===== src/rtl/axi4_lite_mem_tester.sv =====
// ============================================================================
//  Module   : axi4_lite_mem_tester
//  Purpose  : AXI4-Lite master that sweeps a DRAM window once calibration is
//             done. Writes num_words_p beats of a selectable pattern, reads
//             them back, checks every beat and reports sticky write/read
//             error flags plus a saturating error count.
//  Ports    : clk_i / reset_n_i      clock, asynchronous active-low reset
//             start_i, mode_i        sweep trigger and pattern select
//             aw*/w*/b*              AXI4-Lite write address/data/response
//             ar*/r*                 AXI4-Lite read address/data
//             busy_o, done_o         sweep status
//             wr_error_o, rd_error_o sticky error flags
//             err_count_o            saturating total error count
//  Revision : 1.0  initial release
// ============================================================================
`default_nettype none

module axi4_lite_mem_tester #(
    parameter int unsigned addr_width_p    = 28,
    parameter int unsigned data_width_p    = 64,
    parameter logic [63:0] base_addr_p     = 64'd0,
    parameter int unsigned num_words_p     = 256,
    parameter bit          stop_on_error_p = 1'b0,
    parameter int unsigned err_cnt_width_p = 16
) (
    input  logic                         clk_i,
    input  logic                         reset_n_i,
    input  logic                         start_i,
    input  logic [1:0]                   mode_i,
    output logic [addr_width_p-1:0]      araddr_o,
    output logic [2:0]                   arprot_o,
    output logic                         arvalid_o,
    input  logic                         arready_i,
    input  logic [data_width_p-1:0]      rdata_i,
    input  logic [1:0]                   rresp_i,
    input  logic                         rvalid_i,
    output logic                         rready_o,
    output logic [addr_width_p-1:0]      awaddr_o,
    output logic [2:0]                   awprot_o,
    output logic                         awvalid_o,
    input  logic                         awready_i,
    output logic [data_width_p-1:0]      wdata_o,
    output logic [data_width_p/8-1:0]    wstrb_o,
    output logic                         wvalid_o,
    input  logic                         wready_i,
    input  logic [1:0]                   bresp_i,
    input  logic                         bvalid_i,
    output logic                         bready_o,
    output logic                         busy_o,
    output logic                         done_o,
    output logic                         wr_error_o,
    output logic                         rd_error_o,
    output logic [err_cnt_width_p-1:0]   err_count_o
);

    localparam int unsigned c_strb_w = data_width_p / 8;
    localparam int unsigned c_idx_w  = (num_words_p > 1) ? $clog2(num_words_p) : 1;

    localparam logic [c_idx_w-1:0]      c_last_idx   = c_idx_w'(num_words_p - 1);
    localparam logic [addr_width_p-1:0] c_base_addr  = addr_width_p'(base_addr_p);
    localparam logic [addr_width_p-1:0] c_beat_bytes = addr_width_p'(c_strb_w);
    localparam logic [data_width_p-1:0] c_one        = data_width_p'(1);
    localparam logic [data_width_p-1:0] c_pat_even   = {(data_width_p/4){4'hA}};
    localparam logic [data_width_p-1:0] c_pat_odd    = {(data_width_p/4){4'h5}};

    typedef enum logic [2:0] {
        S_IDLE    = 3'd0,
        S_WR_REQ  = 3'd1,
        S_WR_RESP = 3'd2,
        S_RD_REQ  = 3'd3,
        S_RD_DATA = 3'd4,
        S_DONE    = 3'd5
    } state_t;

    state_t                      r_state;
    logic [c_idx_w-1:0]          r_idx;
    logic [1:0]                  r_mode;
    logic [addr_width_p-1:0]     r_addr;
    logic [data_width_p-1:0]     r_wdata;
    logic                        r_awvalid;
    logic                        r_wvalid;
    logic                        r_arvalid;
    logic                        r_bready;
    logic                        r_rready;
    logic                        r_aw_ok;
    logic                        r_w_ok;
    logic                        r_busy;
    logic                        r_done;
    logic                        r_wr_err;
    logic                        r_rd_err;
    logic [err_cnt_width_p-1:0]  r_err_cnt;

    // Pattern generator: the address-based patterns use the beat's byte
    // address zero-extended (or truncated) to the data width.
    function automatic logic [data_width_p-1:0] f_pattern(
        input logic [addr_width_p-1:0] addr,
        input logic [c_idx_w-1:0]      idx,
        input logic [1:0]              mode
    );
        logic [data_width_p-1:0] w_addr_ext;
        logic [31:0]             w_shift;
        w_addr_ext = data_width_p'(addr);
        w_shift    = 32'(idx) % data_width_p;
        case (mode)
            2'd0:    f_pattern = w_addr_ext;
            2'd1:    f_pattern = ~w_addr_ext;
            2'd2:    f_pattern = c_one << w_shift;
            default: f_pattern = idx[0] ? c_pat_odd : c_pat_even;
        endcase
    endfunction

    logic                        w_last;
    logic [c_idx_w-1:0]          w_next_idx;
    logic [addr_width_p-1:0]     w_next_addr;
    logic [data_width_p-1:0]     w_next_wdata;
    logic [data_width_p-1:0]     w_exp_rdata;
    logic                        w_aw_fire;
    logic                        w_w_fire;
    logic                        w_aw_done;
    logic                        w_w_done;
    logic                        w_b_err;
    logic                        w_r_err;
    logic                        w_cnt_sat;
    logic [err_cnt_width_p-1:0]  w_cnt_inc;

    assign w_last       = (r_idx == c_last_idx);
    assign w_next_idx   = r_idx + c_idx_w'(1);
    assign w_next_addr  = r_addr + c_beat_bytes;
    assign w_next_wdata = f_pattern(w_next_addr, w_next_idx, r_mode);
    assign w_exp_rdata  = f_pattern(r_addr, r_idx, r_mode);

    // A channel counts as accepted either in an earlier cycle (r_*_ok) or in
    // this one, so AW and W may complete in any order.
    assign w_aw_fire = r_awvalid & awready_i;
    assign w_w_fire  = r_wvalid & wready_i;
    assign w_aw_done = r_aw_ok | w_aw_fire;
    assign w_w_done  = r_w_ok | w_w_fire;

    assign w_b_err   = (bresp_i != 2'b00);
    assign w_r_err   = (rresp_i != 2'b00) || (rdata_i != w_exp_rdata);
    assign w_cnt_sat = &r_err_cnt;
    assign w_cnt_inc = w_cnt_sat ? r_err_cnt : (r_err_cnt + err_cnt_width_p'(1));

    always_ff @(posedge clk_i or negedge reset_n_i) begin
        if (!reset_n_i) begin
            r_state   <= S_IDLE;
            r_idx     <= '0;
            r_mode    <= 2'd0;
            r_addr    <= '0;
            r_wdata   <= '0;
            r_awvalid <= 1'b0;
            r_wvalid  <= 1'b0;
            r_arvalid <= 1'b0;
            r_bready  <= 1'b0;
            r_rready  <= 1'b0;
            r_aw_ok   <= 1'b0;
            r_w_ok    <= 1'b0;
            r_busy    <= 1'b0;
            r_done    <= 1'b0;
            r_wr_err  <= 1'b0;
            r_rd_err  <= 1'b0;
            r_err_cnt <= '0;
        end else begin
            case (r_state)
                S_IDLE, S_DONE: begin
                    if (start_i) begin
                        r_state   <= S_WR_REQ;
                        r_idx     <= '0;
                        r_mode    <= mode_i;
                        r_addr    <= c_base_addr;
                        r_wdata   <= f_pattern(c_base_addr, '0, mode_i);
                        r_awvalid <= 1'b1;
                        r_wvalid  <= 1'b1;
                        r_aw_ok   <= 1'b0;
                        r_w_ok    <= 1'b0;
                        r_busy    <= 1'b1;
                        r_done    <= 1'b0;
                        r_wr_err  <= 1'b0;
                        r_rd_err  <= 1'b0;
                        r_err_cnt <= '0;
                    end
                end

                S_WR_REQ: begin
                    if (w_aw_fire) begin
                        r_awvalid <= 1'b0;
                        r_aw_ok   <= 1'b1;
                    end
                    if (w_w_fire) begin
                        r_wvalid <= 1'b0;
                        r_w_ok   <= 1'b1;
                    end
                    if (w_aw_done && w_w_done) begin
                        r_state  <= S_WR_RESP;
                        r_bready <= 1'b1;
                    end
                end

                S_WR_RESP: begin
                    if (bvalid_i) begin
                        r_bready <= 1'b0;
                        if (w_b_err) begin
                            r_wr_err  <= 1'b1;
                            r_err_cnt <= w_cnt_inc;
                        end
                        if (w_b_err && stop_on_error_p) begin
                            r_state <= S_DONE;
                            r_busy  <= 1'b0;
                            r_done  <= 1'b1;
                        end else if (w_last) begin
                            r_state   <= S_RD_REQ;
                            r_idx     <= '0;
                            r_addr    <= c_base_addr;
                            r_arvalid <= 1'b1;
                        end else begin
                            r_state   <= S_WR_REQ;
                            r_idx     <= w_next_idx;
                            r_addr    <= w_next_addr;
                            r_wdata   <= w_next_wdata;
                            r_awvalid <= 1'b1;
                            r_wvalid  <= 1'b1;
                            r_aw_ok   <= 1'b0;
                            r_w_ok    <= 1'b0;
                        end
                    end
                end

                S_RD_REQ: begin
                    if (arready_i) begin
                        r_arvalid <= 1'b0;
                        r_rready  <= 1'b1;
                        r_state   <= S_RD_DATA;
                    end
                end

                S_RD_DATA: begin
                    if (rvalid_i) begin
                        r_rready <= 1'b0;
                        if (w_r_err) begin
                            r_rd_err  <= 1'b1;
                            r_err_cnt <= w_cnt_inc;
                        end
                        if (w_last || (w_r_err && stop_on_error_p)) begin
                            r_state <= S_DONE;
                            r_busy  <= 1'b0;
                            r_done  <= 1'b1;
                        end else begin
                            r_state   <= S_RD_REQ;
                            r_idx     <= w_next_idx;
                            r_addr    <= w_next_addr;
                            r_arvalid <= 1'b1;
                        end
                    end
                end

                default: begin
                    r_state <= S_IDLE;
                    r_busy  <= 1'b0;
                end
            endcase
        end
    end

    // Reads and writes never overlap, so one address register serves both.
    assign araddr_o    = r_addr;
    assign awaddr_o    = r_addr;
    assign arprot_o    = 3'b000;
    assign awprot_o    = 3'b000;
    assign arvalid_o   = r_arvalid;
    assign rready_o    = r_rready;
    assign awvalid_o   = r_awvalid;
    assign wdata_o     = r_wdata;
    assign wstrb_o     = {c_strb_w{1'b1}};
    assign wvalid_o    = r_wvalid;
    assign bready_o    = r_bready;
    assign busy_o      = r_busy;
    assign done_o      = r_done;
    assign wr_error_o  = r_wr_err;
    assign rd_error_o  = r_rd_err;
    assign err_count_o = r_err_cnt;

endmodule

`default_nettype wire


===== config.mk =====
export PLATFORM = sky130hd
export DESIGN_NAME = axi4_lite_mem_tester
export DESIGN_NICKNAME = d
export VERILOG_FILES = /design/src/rtl/axi4_lite_mem_tester.sv
export SDC_FILE = /design/constraint.sdc
export NUM_CORES = 1
export LEC_CHECK = 0
export BUFFER_PORTS_ARGS = -buffer_cell sky130_fd_sc_hd__buf_2
export CORE_MARGIN = 8
export CORE_UTILIZATION = 47
export DETAILED_ROUTE_END_ITERATION = 7
export PLACE_DENSITY_LB_ADDON = 0.12
export SYNTH_ARGS = -nofsm -noshare
export SYNTH_HDL_FRONTEND = slang
export SYNTH_SLANG_ARGS = --single-unit

===== constraint.sdc =====
create_clock -name clk_i -period 3.37 [get_ports clk_i]
set_input_delay 0.337 -clock clk_i [delete_from_list [all_inputs] [get_ports clk_i]]
set_output_delay 0.337 -clock clk_i [all_outputs]
set_load 0.01 [all_outputs]

=== Word-level counts from Yosys, hierarchy flattened ===
Index checks and enable logic that the tools add are counted.
W data, S select, Z words.

* Multiply operators: 0
* Reductions and logical operators: 31
* Div/mod/pow operators: 0
* Magnitude comparators: 0
* Shifts and indexed selects: 2
* Add/subtract/negate cells: 3
* Bitwise operators: 7
* Eq/ne operators: 24
* Muxes and demuxes: 72

{| class="wikitable"
|+ Operators by type and width
! kind !! count
|-
| $pmux W64 S3 || 3
|-
| $mux W64 || 5
|-
| $mux W28 || 5
|-
| $not A28 Y64 || 2
|-
| $pmux W64 S2 || 1
|-
| $shl A1 B6 Y64 const A || 2
|-
| $mux W16 || 6
|-
| $pmux W28 S3 || 1
|-
| $ne A64 B64 Y1 || 1
|-
| $pmux W16 S3 || 1
|-
| $mux W8 || 5
|-
| $add A28 B4 Y28 const B || 1
|-
| $ne A2 B2 Y1 const B || 13
|-
| $mux W1 || 25
|-
| $pmux W8 S3 || 1
|-
| $reduce_and A4 Y1 || 5
|-
| $reduce_and A5 Y1 || 4
|-
| $mux W3 || 6
|-
| $pmux W1 S3 || 6
|-
| $add A16 B1 Y16 const B || 1
|-
| $reduce_and A16 Y1 || 1
|-
| $pmux W3 S5 || 1
|-
| $reduce_and A6 Y1 || 2
|-
| $reduce_bool A2 Y1 || 6
|-
| 21 further kinds || 35
|}

* Register bits after elaboration: 132
* Memory bits (read-only): 0
* Output and inout bits: 159
* Bits in latches: 0
* Memories: 0
* Bits in writable memories: 0

=== Longest topological paths before layout ===
Gate-level depths: netlist (run 1).

* Depth after elaboration: 7
* Mapped depth: 16
* Depth with buffers taken out: 11

=== Least setup slack after synthesis (run 1) ===
No wires, ideal clock.

* Kind: register to register
* From: register r_idx[0]
* To: register r_err_cnt[0] (netlist: err_count_o[0])
* Path buffers: 4
* Period minus slack after synthesis: 3.291 ns
* Library setup time: 0.125 ns
* Stages on the path, launching flop included: 16
* Slack: 0.079 ns
* Data arrival time: 3.165 ns
* Cells stage by stage: dfrtp_1 > buf_2 > inv_1 > ha_1 > clkbuf_1 > nor3b_1 > a22oi_1 > xnor2_1 > nor4_1 > nand4_1 > nor3_2 > and4_1 > buf_4 > nand2b_4 > buf_12 > mux2_4

* Word-level cells in the longest chain between the ends: 6

{| class="wikitable"
|+ Ends and longest elaborated chain
! element !! RTL line !! RTL
|-
| start, declared || 76 || <nowiki>logic [c_idx_w-1:0] r_idx;</nowiki>
|-
| start signal, assigned || 217 || <nowiki>r_idx <= w_next_idx;</nowiki>
|-
| start signal, assigned || 249 || <nowiki>r_idx <= w_next_idx;</nowiki>
|-
| $mux W64 / $shl A1 B6 Y64 (equally long branches) || 108, 107 ||
|-
| $pmux W64 S3 (*) || 104 || <nowiki>case (mode)</nowiki>
|-
| $ne A64 B64 Y1 (*) || 140 || <nowiki>assign w_r_err = (rresp_i != 2'b00) || (rdata_i != w_exp_rdata);</nowiki>
|-
| $logic_or A1 B1 Y1 (*) || 140 ||
|-
| $ne A2 B2 Y1 (no source line) (*) || - ||
|-
| $reduce_and A6 Y1 (no source line) (*) || - ||
|-
| end signal, assigned || 204 || <nowiki>r_err_cnt <= w_cnt_inc;</nowiki>
|-
| end signal, assigned || 241 || <nowiki>r_err_cnt <= w_cnt_inc;</nowiki>
|-
| end, declared || 91 || <nowiki>logic [err_cnt_width_p-1:0] r_err_cnt;</nowiki>
|}

Every way passes the cells marked *; elsewhere a longest branch is shown, timed or not.
A chain may end at the register's enable or synchronous reset.

=== Worst setup path in the final report (run 1) ===
Ends and elaborated chain as after synthesis.

==> impl_results.md, run 1 <==
- Register area: 3230 um2
- Crit path DAT: 3540 ps
- Max IR drop VDD: 0.000361 V
- Vias/cell: 5.76
- CP required: 3690 ps
- Largest net degree at the start of global routing: 52
- Final setup viols: 0
- Post-CTS setup buffer count: 0
- First-pass GRT wire length: 55500 um
- Hold Path Class: in2reg
- Synth Register Bits: 129
- Total track usage: 0.267
- Prevailing post-synth register cell: dfrtp_1
- Initial antenna violation count: 0
- Most frequent cells in the layout: 215 x buf_2, 174 x nand2_1, 142 x nor2_1, 140 x o21ai_0, 127 x dfrtp_1
- Slowest cell on crit path: dfrtp_1
- PD cells: 795 nW/um2
- Count of flip-flops with a built-in enable after synthesis: 0
- Layout Nets: 1552
- Fin crit share: 0.956
- Place WS: -30.6 ps
- Setup TNS: 0 ps
- CTS root buf: clkbuf_16
- Setup crit end kind: flip-flop
- Fmax: 310 MHz
- Final Max Tran Viols: 0
- CP max stage delay: 420 ps
- I/O Pins: 237
- Maxcap violations: 0
- Htree depth: 4
- Die area: 25800 um2
- Rows: 53
- Area delta synth->final: 19.9%
- Final setup skew: 12.2 ps
- Relative slew slack: 0.359
- Proportion of layout cells with a drive suffix above 1: 0.248
- Die W: 160 um
- Clk buf depth: 2
- Num CTS Buffers: 17
- Port Buffers: 216
- Antenna cells: 0
- Drt initial violations: 925
- Initial Util: 0.473
- Clk_lat worst skew: 430 ps
- DRT Wirelength: 34800 um
- Most common cell after layout, fill and taps aside: buf_2
- Final hold vios: 0
- Clock sinks: 129
- Post-detailed-route count of antenna-violating nets: 0
- Syn_area_per_cell: 7.76 um2
- Setup slack after layout: 148 ps
- Drt first pass iters: 6
- Slew @ Worst Pin: 957 ps
- DP HPWL: 26900 um
- Cell variety after synth: 83
- Crit path cell chain: ha_1 -> ha_1 -> nand2_1 -> buf_4 -> nor2_1 -> o21ai_0 -> xor2_1 -> nand4_1 -> nor4_2 -> and4_2 -> nand2b_4 -> mux2_4
- DR vias: 10100
- Vias in the first global route: 9916
- GPL Wtd Cong: 0.942
- RSZ-0062 raised after global routing: no
- Startpoint class of the critical path: flip-flop
- Core Footprint: 20800 um2
- CTS tree: yes
- Most used cell along the critical path: ha_1
- Die Height: 160 um
- Drt drc: 0
- Clock Pin Slew Worst Setup and Hold Paths: 70 ps
- Mapped Area: 9810 um2
- Overflow after GRT: 0
- Cells after Synth: 1264
- Worst R2R Setup Slack: 150 ps
- Clock period minus final worst setup slack: 3220 ps
- Worst-path fanout max: 5
- Pleak: 5.11 nW
- Outcome: finished clean
- Synth Warn #: 0
- Worst Setup Path Type: reg2reg
- Filler instances: 1975
- WL/cell: 19.8 um
- Area of the multi-input gates: 5850 um2
- Async SR Flop Fraction: 1.00
- Sequential fraction of the synthesis area: 0.329
==> cell type report <==
type	count	area share
Multi-Input combinational cell	1004	0.497
Timing Repair Buffer	296	0.145
Tap cell	275	0.0292
Clock buffer	17	0.0362
Sequential cell	129	0.275
Inverter	16	0.00510
Clock inverter	15	0.0122
==> sequential cells by signal, summed over array words and instances, names as in the netlist, 2 cells and up <==
register     flops
r_state          3
r_idx            8
err_count_o     16
r_mode           2
wdata_o         64
araddr_o        25
==> power by group <==
group,leakage [nW],switching (mW),internal (mW),total [mW]
clock,0.268,0.819,0.978,1.80
sequential,1.63,0.387,2.06,2.44
combinational,3.21,3.10,2.01,5.11
total,5.11,4.31,5.04,9.35
==> per-stage QoR <==
| step | cells | power, mW | hold slack (ps) | utilization | cell area, um2 |
|---|---|---|---|---|---|
| global route | 1752 | 10.1 | 212 | 0.567 | 11800 |
| floorplan | 1282 | 5.89 | 41.4 | - | 9880 |
| global placement | 1719 | 7.50 | 405 | 0.538 | 11200 |
| CTS | 1752 | 9.35 | 172 | 0.566 | 11800 |
| detailed placement | 1719 | 7.54 | 406 | 0.538 | 11200 |
| finish | 1752 | 9.35 | 181 | 0.567 | 11800 |
==> worst paths after layout <==
path	cells after the start	start	end
hold / removal	3	arready_i	rready_o
setup / recovery	12	r_idx[0]	err_count_o[0]
max in group asynchronous	3	reset_n_i	r_mode[0]
setup reg to reg	12	r_idx[0]	err_count_o[0]
hold reg to reg	2	bready_o	bready_o
min in group asynchronous	2	reset_n_i	wdata_o[36]
==> layer usage <==
| layer | vias up | routed length (um) | track usage |
|---|---|---|---|
| met5 | - | 0 | 0 |
| li1 | 4769 | - | - |
| met4 | 0 | 697 | 0.0799 |
| met1 | 4849 | 15600 | 0.364 |
| met3 | 51 | 2380 | 0.0527 |
| met2 | 431 | 16100 | 0.418 |
==> critical path, delay by kind of cell (launching register included) <==
family,cells,cell delay [ps]
fa+ha+maj,2,480
mux,1,290
simple gates,6,1270
compound gates,1,280
flops,1,420
buf+inv,1,180
xor+xnor,1,170
==> cell families (layout without fill, tap and decap cells) <==
| group | count (synthesis) | count (layout) | share of synthesized area |
|---|---|---|---|
| simple gates | 496 | 496 | 0.239 |
| compound gates | 361 | 361 | 0.228 |
| buf+inv | 149 | 344 | 0.0838 |
| flops | 129 | 129 | 0.329 |
| xor+xnor | 111 | 111 | 0.0991 |
| fa+ha+maj | 10 | 10 | 0.0128 |
| mux | 6 | 6 | 0.00689 |
| other cells | 2 | 20 | 0.000765 |
==> timing repair <==
item | 4_1_cts | 5_1_grt
cloned | 0 | 0
hold endpoints to repair | 49 | 0
resized for setup | 1 | 8
setup endpoints to repair | 6 | 16
hold buffers | 1 | 0
==> Yosys cell counts (15+ instances only) <==
cell | n | share of area
nand3_1 | 41 | 0.021
inv_1 | 15 | 0.0057
xnor2_1 | 94 | 0.084
buf_2 | 24 | 0.012
and3_1 | 16 | 0.010
nor2_1 | 142 | 0.054
buf_4 | 49 | 0.037
a22o_1 | 21 | 0.019
clkbuf_1 | 48 | 0.018
o21ai_0 | 141 | 0.072
xor2_1 | 17 | 0.015
dfrtp_1 | 129 | 0.33
nand2_1 | 174 | 0.067
a21oi_1 | 87 | 0.044
nor2b_1 | 37 | 0.024
Note: power is estimated with default switching activity, not from simulation.
==> run 2, diff against run 1 <==
--- a/config.mk
+++ b/config.mk
@@ -5,11 +5,12 @@
 export SDC_FILE = /design/constraint.sdc
 export NUM_CORES = 1
 export LEC_CHECK = 0
-export BUFFER_PORTS_ARGS = -buffer_cell sky130_fd_sc_hd__buf_2
 export CORE_MARGIN = 8
 export CORE_UTILIZATION = 47
 export DETAILED_ROUTE_END_ITERATION = 7
+export DONT_BUFFER_PORTS = 1
 export PLACE_DENSITY_LB_ADDON = 0.12
+export SKIP_LAST_GASP = 1
 export SYNTH_ARGS = -nofsm -noshare
 export SYNTH_HDL_FRONTEND = slang
 export SYNTH_SLANG_ARGS = --single-unit
==> constraint.sdc (replaced) <==
create_clock -name clk_i -period 2.7 [get_ports clk_i]
set_input_delay 0.27 -clock clk_i [delete_from_list [all_inputs] [get_ports clk_i]]
set_output_delay 0.27 -clock clk_i [all_outputs]
set_load 0.01 [all_outputs]
==> impl_results.md, run 2 (synthesis results as in run 1) <==
- CP max stage delay: 420 ps
- Net switching power: 5.59 mW
- Outcome: finished with violations
- Maxcap violations: 0
- P_int: 6.91 mW
- Sequential group share of total power: 0.270
- Crit path DAT: 3290 ps
- Final setup skew: 10.7 ps
- Vias/cell: 5.85
- Final setup viols: 17
- WL/cell: 21.2 um
- Bufs and invs on worst path: 2
- Clock period minus final worst setup slack: 2970 ps
- Relative slew slack: 0.520
- Clk_lat worst skew: 430 ps
- Initial Util: 0.473
- Combinational power share: 0.534
- Cell total after placement: 1630
- GPL Wtd Cong: 0.968
- DP HPWL: 27300 um
- Overall power: 12.5 mW
- CP required: 3020 ps
- First-pass GRT wire length: 54500 um
- Setup slack after layout: -271 ps
- Worst hold slack: -465 ps
- Die Height: 160 um
- Fin crit share: 1.10
- Switch share: 0.447
- Clock Pin Slew Worst Setup and Hold Paths: 70 ps
- Final Max Tran Viols: 0
- Setup TNS: -3370 ps
- Drt first pass iters: 7
- Pleak: 5.10 nW
- Cell family with most CP delay: simple AND/OR/NAND/NOR gates
- CTS tree: yes
- I/O Pins: 237
- Most common cell after layout, fill and taps aside: buf_4
- Htree depth: 4
- CTS root buf: clkbuf_16
- PD cells: 1000 nW/um2
- Drt drc: 0
- Proportion of layout cells with a drive suffix above 1: 0.263
- Most frequent cells in the layout: 212 x buf_4, 165 x nand2_1, 139 x nor2_1, 136 x o21ai_0, 120 x dfrtp_1
- Worst-path fanout max: 6
- Slew @ Worst Pin: 712 ps
- Core Footprint: 20800 um2
- Failing checks: negative hold slack, negative setup slack
- Largest net degree at the start of global routing: 130
- Post-detailed-route count of antenna-violating nets: 0
- Vias in the first global route: 9349
- Largest register FFs: 64
- Max IR drop VDD: 0.000569 V
- Place WS: -556 ps
- Area delta synth->final: 26.9%
- DR vias: 9910
- Filler instances: 1883
- Clk buf depth: 2
- Die area: 25800 um2
- Crit path cell chain: buf_2 -> buf_4 -> and3b_2 -> a211oi_2 -> o2111ai_1 -> nor4_2 -> nand4_1 -> nor3_2 -> and4_4 -> nand2b_4 -> mux2_4
- Initial antenna violation count: 0
- Drt initial violations: 772
- Post-Layout Cell Count: 1695
- Clock sinks: 129
- DRT Wirelength: 36000 um
- Antenna cells: 0
- Setup crit end kind: flip-flop
- Startpoint class of the critical path: flip-flop
- Worst Setup Path Type: reg2reg
- Num CTS Buffers: 17
- Die W: 160 um
- Clock share of power: 0.196
- Fmax: 337 MHz
- Total track usage: 0.268
- Port Buffers: 0
- Hold Path Class: in2async
- Slowest cell on crit path: dfrtp_2
- Overflow after GRT: 0
- Final hold vios: 129
- Rows: 53
- RSZ-0062 raised after global routing: yes
- Layout Nets: 1495
run 2: cell count changes in the layout (fill, tap and decap cells not counted), moves of 6 or more:
| cell | previous run | this run |
|---|---|---|
| a21oi_2 | 1 | 8 |
| dfrtp_2 | 2 | 9 |
| nand2_1 | 174 | 165 |
| a21oi_1 | 87 | 78 |
| buf_6 | 0 | 12 |
| nand2_2 | 0 | 9 |
| buf_2 | 215 | 1 |
| dfrtp_1 | 127 | 120 |
| buf_4 | 78 | 212 |
| ha_4 | 0 | 6 |
run 2: cell type report:
class / instances / area, um2 / area share
multi-input cells: 1004 / 6220 / 0.500
flip-flops and latches: 129 / 3240 / 0.260
repair buffers: 239 / 1960 / 0.158
clock buffers: 17 / 425 / 0.0342
well taps: 275 / 344 / 0.0276
clock inverters: 15 / 185 / 0.0149
inverters: 16 / 70.1 / 0.00563
run 2: worst register-to-register path: stages (launching register included):
cell,delay (ps)
dfrtp_2,420
buf_2,180
buf_4,160
and3b_2,270
a211oi_2,240
o2111ai_1,160
nor4_2,300
nand4_1,140
nor3_2,230
and4_4,290
nand2b_4,160
mux2_4,300
run 2: metal layers:
layer / vias up / GRT usage / wire (um)
met3: 69 / 0.0776 / 2980
met2: 415 / 0.422 / 16700
met4: 0 / 0.0998 / 1110
met5: - / 0 / 0
li1: 4656 / - / -
met1: 4770 / 0.344 / 15200
run 2: path summary, 6_finish.rpt:
kind / startpoint / endpoint / slack, ps / cells after the start
min in group clk_i: wready_i / r_w_ok / 10 / 2
worst min register to register: r_aw_ok / r_aw_ok / 510 / 2
worst max-delay path: r_mode[1] / err_count_o[0] / -270 / 11
worst max register to register: r_mode[1] / err_count_o[0] / -270 / 11
max in group asynchronous: reset_n_i / araddr_o[5] / 2880 / 0
worst min-delay path: reset_n_i / wdata_o[40] / -470 / 0
run 2: what timing repair did:
| action | in CTS | in global routing |
|---|---|---|
| buffers inserted | 6 | 21 |
| setup endpoints to repair | 81 | 77 |
| gates resized for setup | 38 | 69 |
| pin swaps | 11 | 41 |
| gates cloned | 1 | 0 |
| hold buffers | 4 | 1 |
| endpoints found under the hold margin | 134 | 130 |
run 2: through the flow:
| stage | instance area, um2 | util |
|---|---|---|
| 6_report | 12400 | 0.600 |
| 5_1_grt | 12400 | 0.600 |
| 4_1_cts | 12000 | 0.579 |
| 3_5_place_dp | 11100 | 0.537 |
| 3_3_place_gp | 11100 | 0.537 |
| 2_1_floorplan | 9990 | - |
run 2: power by group through the flow:
stage / registers (mW) / logic (mW) / clock network [mW]
after floorplan: 3.19 / 4.23 / 0
after global placement: 3.43 / 5.93 / 0
after detailed placement: 3.44 / 5.99 / 0
after CTS: 3.40 / 6.28 / 2.46
after global routing: 3.45 / 7.29 / 2.56
final: 3.37 / 6.68 / 2.44
==> run 3, diff against run 2 <==
--- a/config.mk
+++ b/config.mk
@@ -7,6 +7,7 @@
 export LEC_CHECK = 0
 export CORE_MARGIN = 8
 export CORE_UTILIZATION = 47
+export CTS_CLUSTER_DIAMETER = 100
 export DETAILED_ROUTE_END_ITERATION = 7
 export DONT_BUFFER_PORTS = 1
 export PLACE_DENSITY_LB_ADDON = 0.12
==> constraint.sdc (replaced) <==
create_clock -name clk_i -period 3.2 [get_ports clk_i]
set_input_delay 0.32 -clock clk_i [delete_from_list [all_inputs] [get_ports clk_i]]
set_output_delay 0.32 -clock clk_i [all_outputs]
set_load 0.01 [all_outputs]
==> impl_results.md, run 3 (synthesis results as in run 1) <==
- DP HPWL: 26600 um
- Initial antenna violation count: 0
- CTS root buf: clkbuf_16
- Most frequent cells in the layout: 174 x nand2_1, 142 x nor2_1, 140 x o21ai_0, 126 x dfrtp_1, 107 x buf_4
- DR vias: 9277
- Overflow after GRT: 0
- Max IR drop VDD: 0.000397 V
- Drt drc: 0
- FF-to-FF Start: r_idx[0]
- RSZ-0062 raised after global routing: no
- Largest net degree at the start of global routing: 130
- CTS tree: yes
- Core Footprint: 20800 um2
- GPL Wtd Cong: 0.977
- Pleak: 4.36 nW
- Fin area: 11000 um2
- Final setup viols: 0
- Overall power: 9.60 mW
- Relative slew slack: 0.443
- Num CTS Buffers: 17
- CP required: 3500 ps
- Clk buf depth: 2
- Total track usage: 0.261
- Filler instances: 2058
- Hold Path Class: in2async
- Worst Setup SP: r_idx[0]
- Proportion of layout cells with a drive suffix above 1: 0.150
- Drt initial violations: 734
- Clock Pin Slew Worst Setup and Hold Paths: 70 ps
- Vias/cell: 5.91
- Clk_lat worst skew: 430 ps
- Final Max Tran Viols: 0
- Bufs and invs on worst path: 2
- Worst hold slack: -408 ps
- Failing checks: negative hold slack
- Final setup skew: 12.7 ps
- PD cells: 869 nW/um2
- Maxcap violations: 0
- Worst Setup Path Type: reg2reg
- Startpoint class of the critical path: flip-flop
- Rows: 53
- Setup crit end kind: flip-flop
- Vias in the first global route: 8844
- Htree depth: 4
- Clock period minus final worst setup slack: 3110 ps
- Drt first pass iters: 7
- Worst reg-to-reg path cell count: 11
- Setup slack after layout: 94.5 ps
- Cell family with most CP delay: simple AND/OR/NAND/NOR gates
- Worst R2R Setup Slack: 90 ps
- Place WS: -199 ps
- Post-detailed-route count of antenna-violating nets: 0
- Util after Layout: 0.532
- Fmax: 322 MHz
- Die area: 25800 um2
- FF-to-FF End: err_count_o[0]
- Slew @ Worst Pin: 836 ps
- Fin crit share: 0.970
- Final hold vios: 129
- Initial Util: 0.473
- Layout Nets: 1369
- Clock sinks: 129
- CP max stage delay: 460 ps
- Worst-path fanout max: 7
- DRT Wirelength: 34400 um
- Outcome: finished with violations
- Port Buffers: 0
- Largest register FFs: 64
- Instance count on the critical path: 11
- Die W: 160 um
- Most common cell after layout, fill and taps aside: nand2_1
- First-pass GRT wire length: 52700 um
- Crit path cell chain: inv_1 -> ha_2 -> nand3b_1 -> or4_1 -> a21boi_1 -> o2111ai_1 -> nor4_2 -> buf_4 -> and4_4 -> nand2b_4 -> mux2_4
- Slowest cell on crit path: or4_1
- I/O Pins: 237
- Area delta synth->final: 12.6%
- CP endpoint: err_count_o[0]
- Antenna cells: 0
- Die Height: 160 um
- WL/cell: 21.9 um
- Placed Area: 10400 um2
- Crit path DAT: 3410 ps
## run 3: final cells by class
| type | count | area, um2 | share of cell area |
|---|---|---|---|
| clock inverters | 15 | 160 | 0.0145 |
| repair buffers | 113 | 906 | 0.0820 |
| well taps | 275 | 344 | 0.0312 |
| clock buffers | 17 | 425 | 0.0385 |
| multi-input cells | 1004 | 5920 | 0.536 |
| flip-flops and latches | 129 | 3230 | 0.293 |
| inverters | 16 | 60.1 | 0.00544 |
## run 3: what timing repair did
| item | in CTS | in global routing |
|---|---|---|
| pin swaps | 0 | 3 |
| endpoints found under the setup margin | 16 | 35 |
| cloned | 0 | 0 |
| endpoints found under the hold margin | 129 | 129 |
| resized for setup | 8 | 14 |
| buffers inserted | 0 | 1 |
## run 3: how the worst min path moves through the flow
stage	startpoint	slack [ps]	to
2_1_floorplan	reset_n_i	20	araddr_o[10]
3_3_place_gp	reset_n_i	30	wdata_o[36]
3_5_place_dp	reset_n_i	30	wdata_o[36]
4_1_cts	reset_n_i	-420	wdata_o[41]
5_1_grt	reset_n_i	-430	wdata_o[37]
6_report	reset_n_i	-410	wdata_o[36]
## run 3: routing by layer
metal / up-vias / track usage / share of wire
li1: 4384 / - / -
met1: 4470 / 0.338 / 0.42
met2: 376 / 0.414 / 0.47
met3: 47 / 0.0770 / 0.086
met4: 0 / 0.0739 / 0.022
met5: - / 0 / 0
## run 3: worst reg2reg max path: cells and delay by family, from the launching register on
kind	cells	cell delay, ps
compound gates	2	480
buf+inv	2	270
simple gates	5	1200
flops	1	450
fa+ha+maj	1	280
mux	1	300
## run 3: through the flow
stage	cells	hold slack, ps	TNS [ps]
6_report	1569	-408	0
5_1_grt	1569	-432	0
4_1_cts	1568	-424	0
3_5_place_dp	1536	29.4	-2560
3_3_place_gp	1536	29.4	-2590
2_1_floorplan	1282	24.4	0
## run 3: power by group
part           switching [mW]  internal [mW]  leakage, nW
logic                    2.86           1.93         2.44
registers               0.709           2.17         1.63
clock network           0.891           1.05        0.286
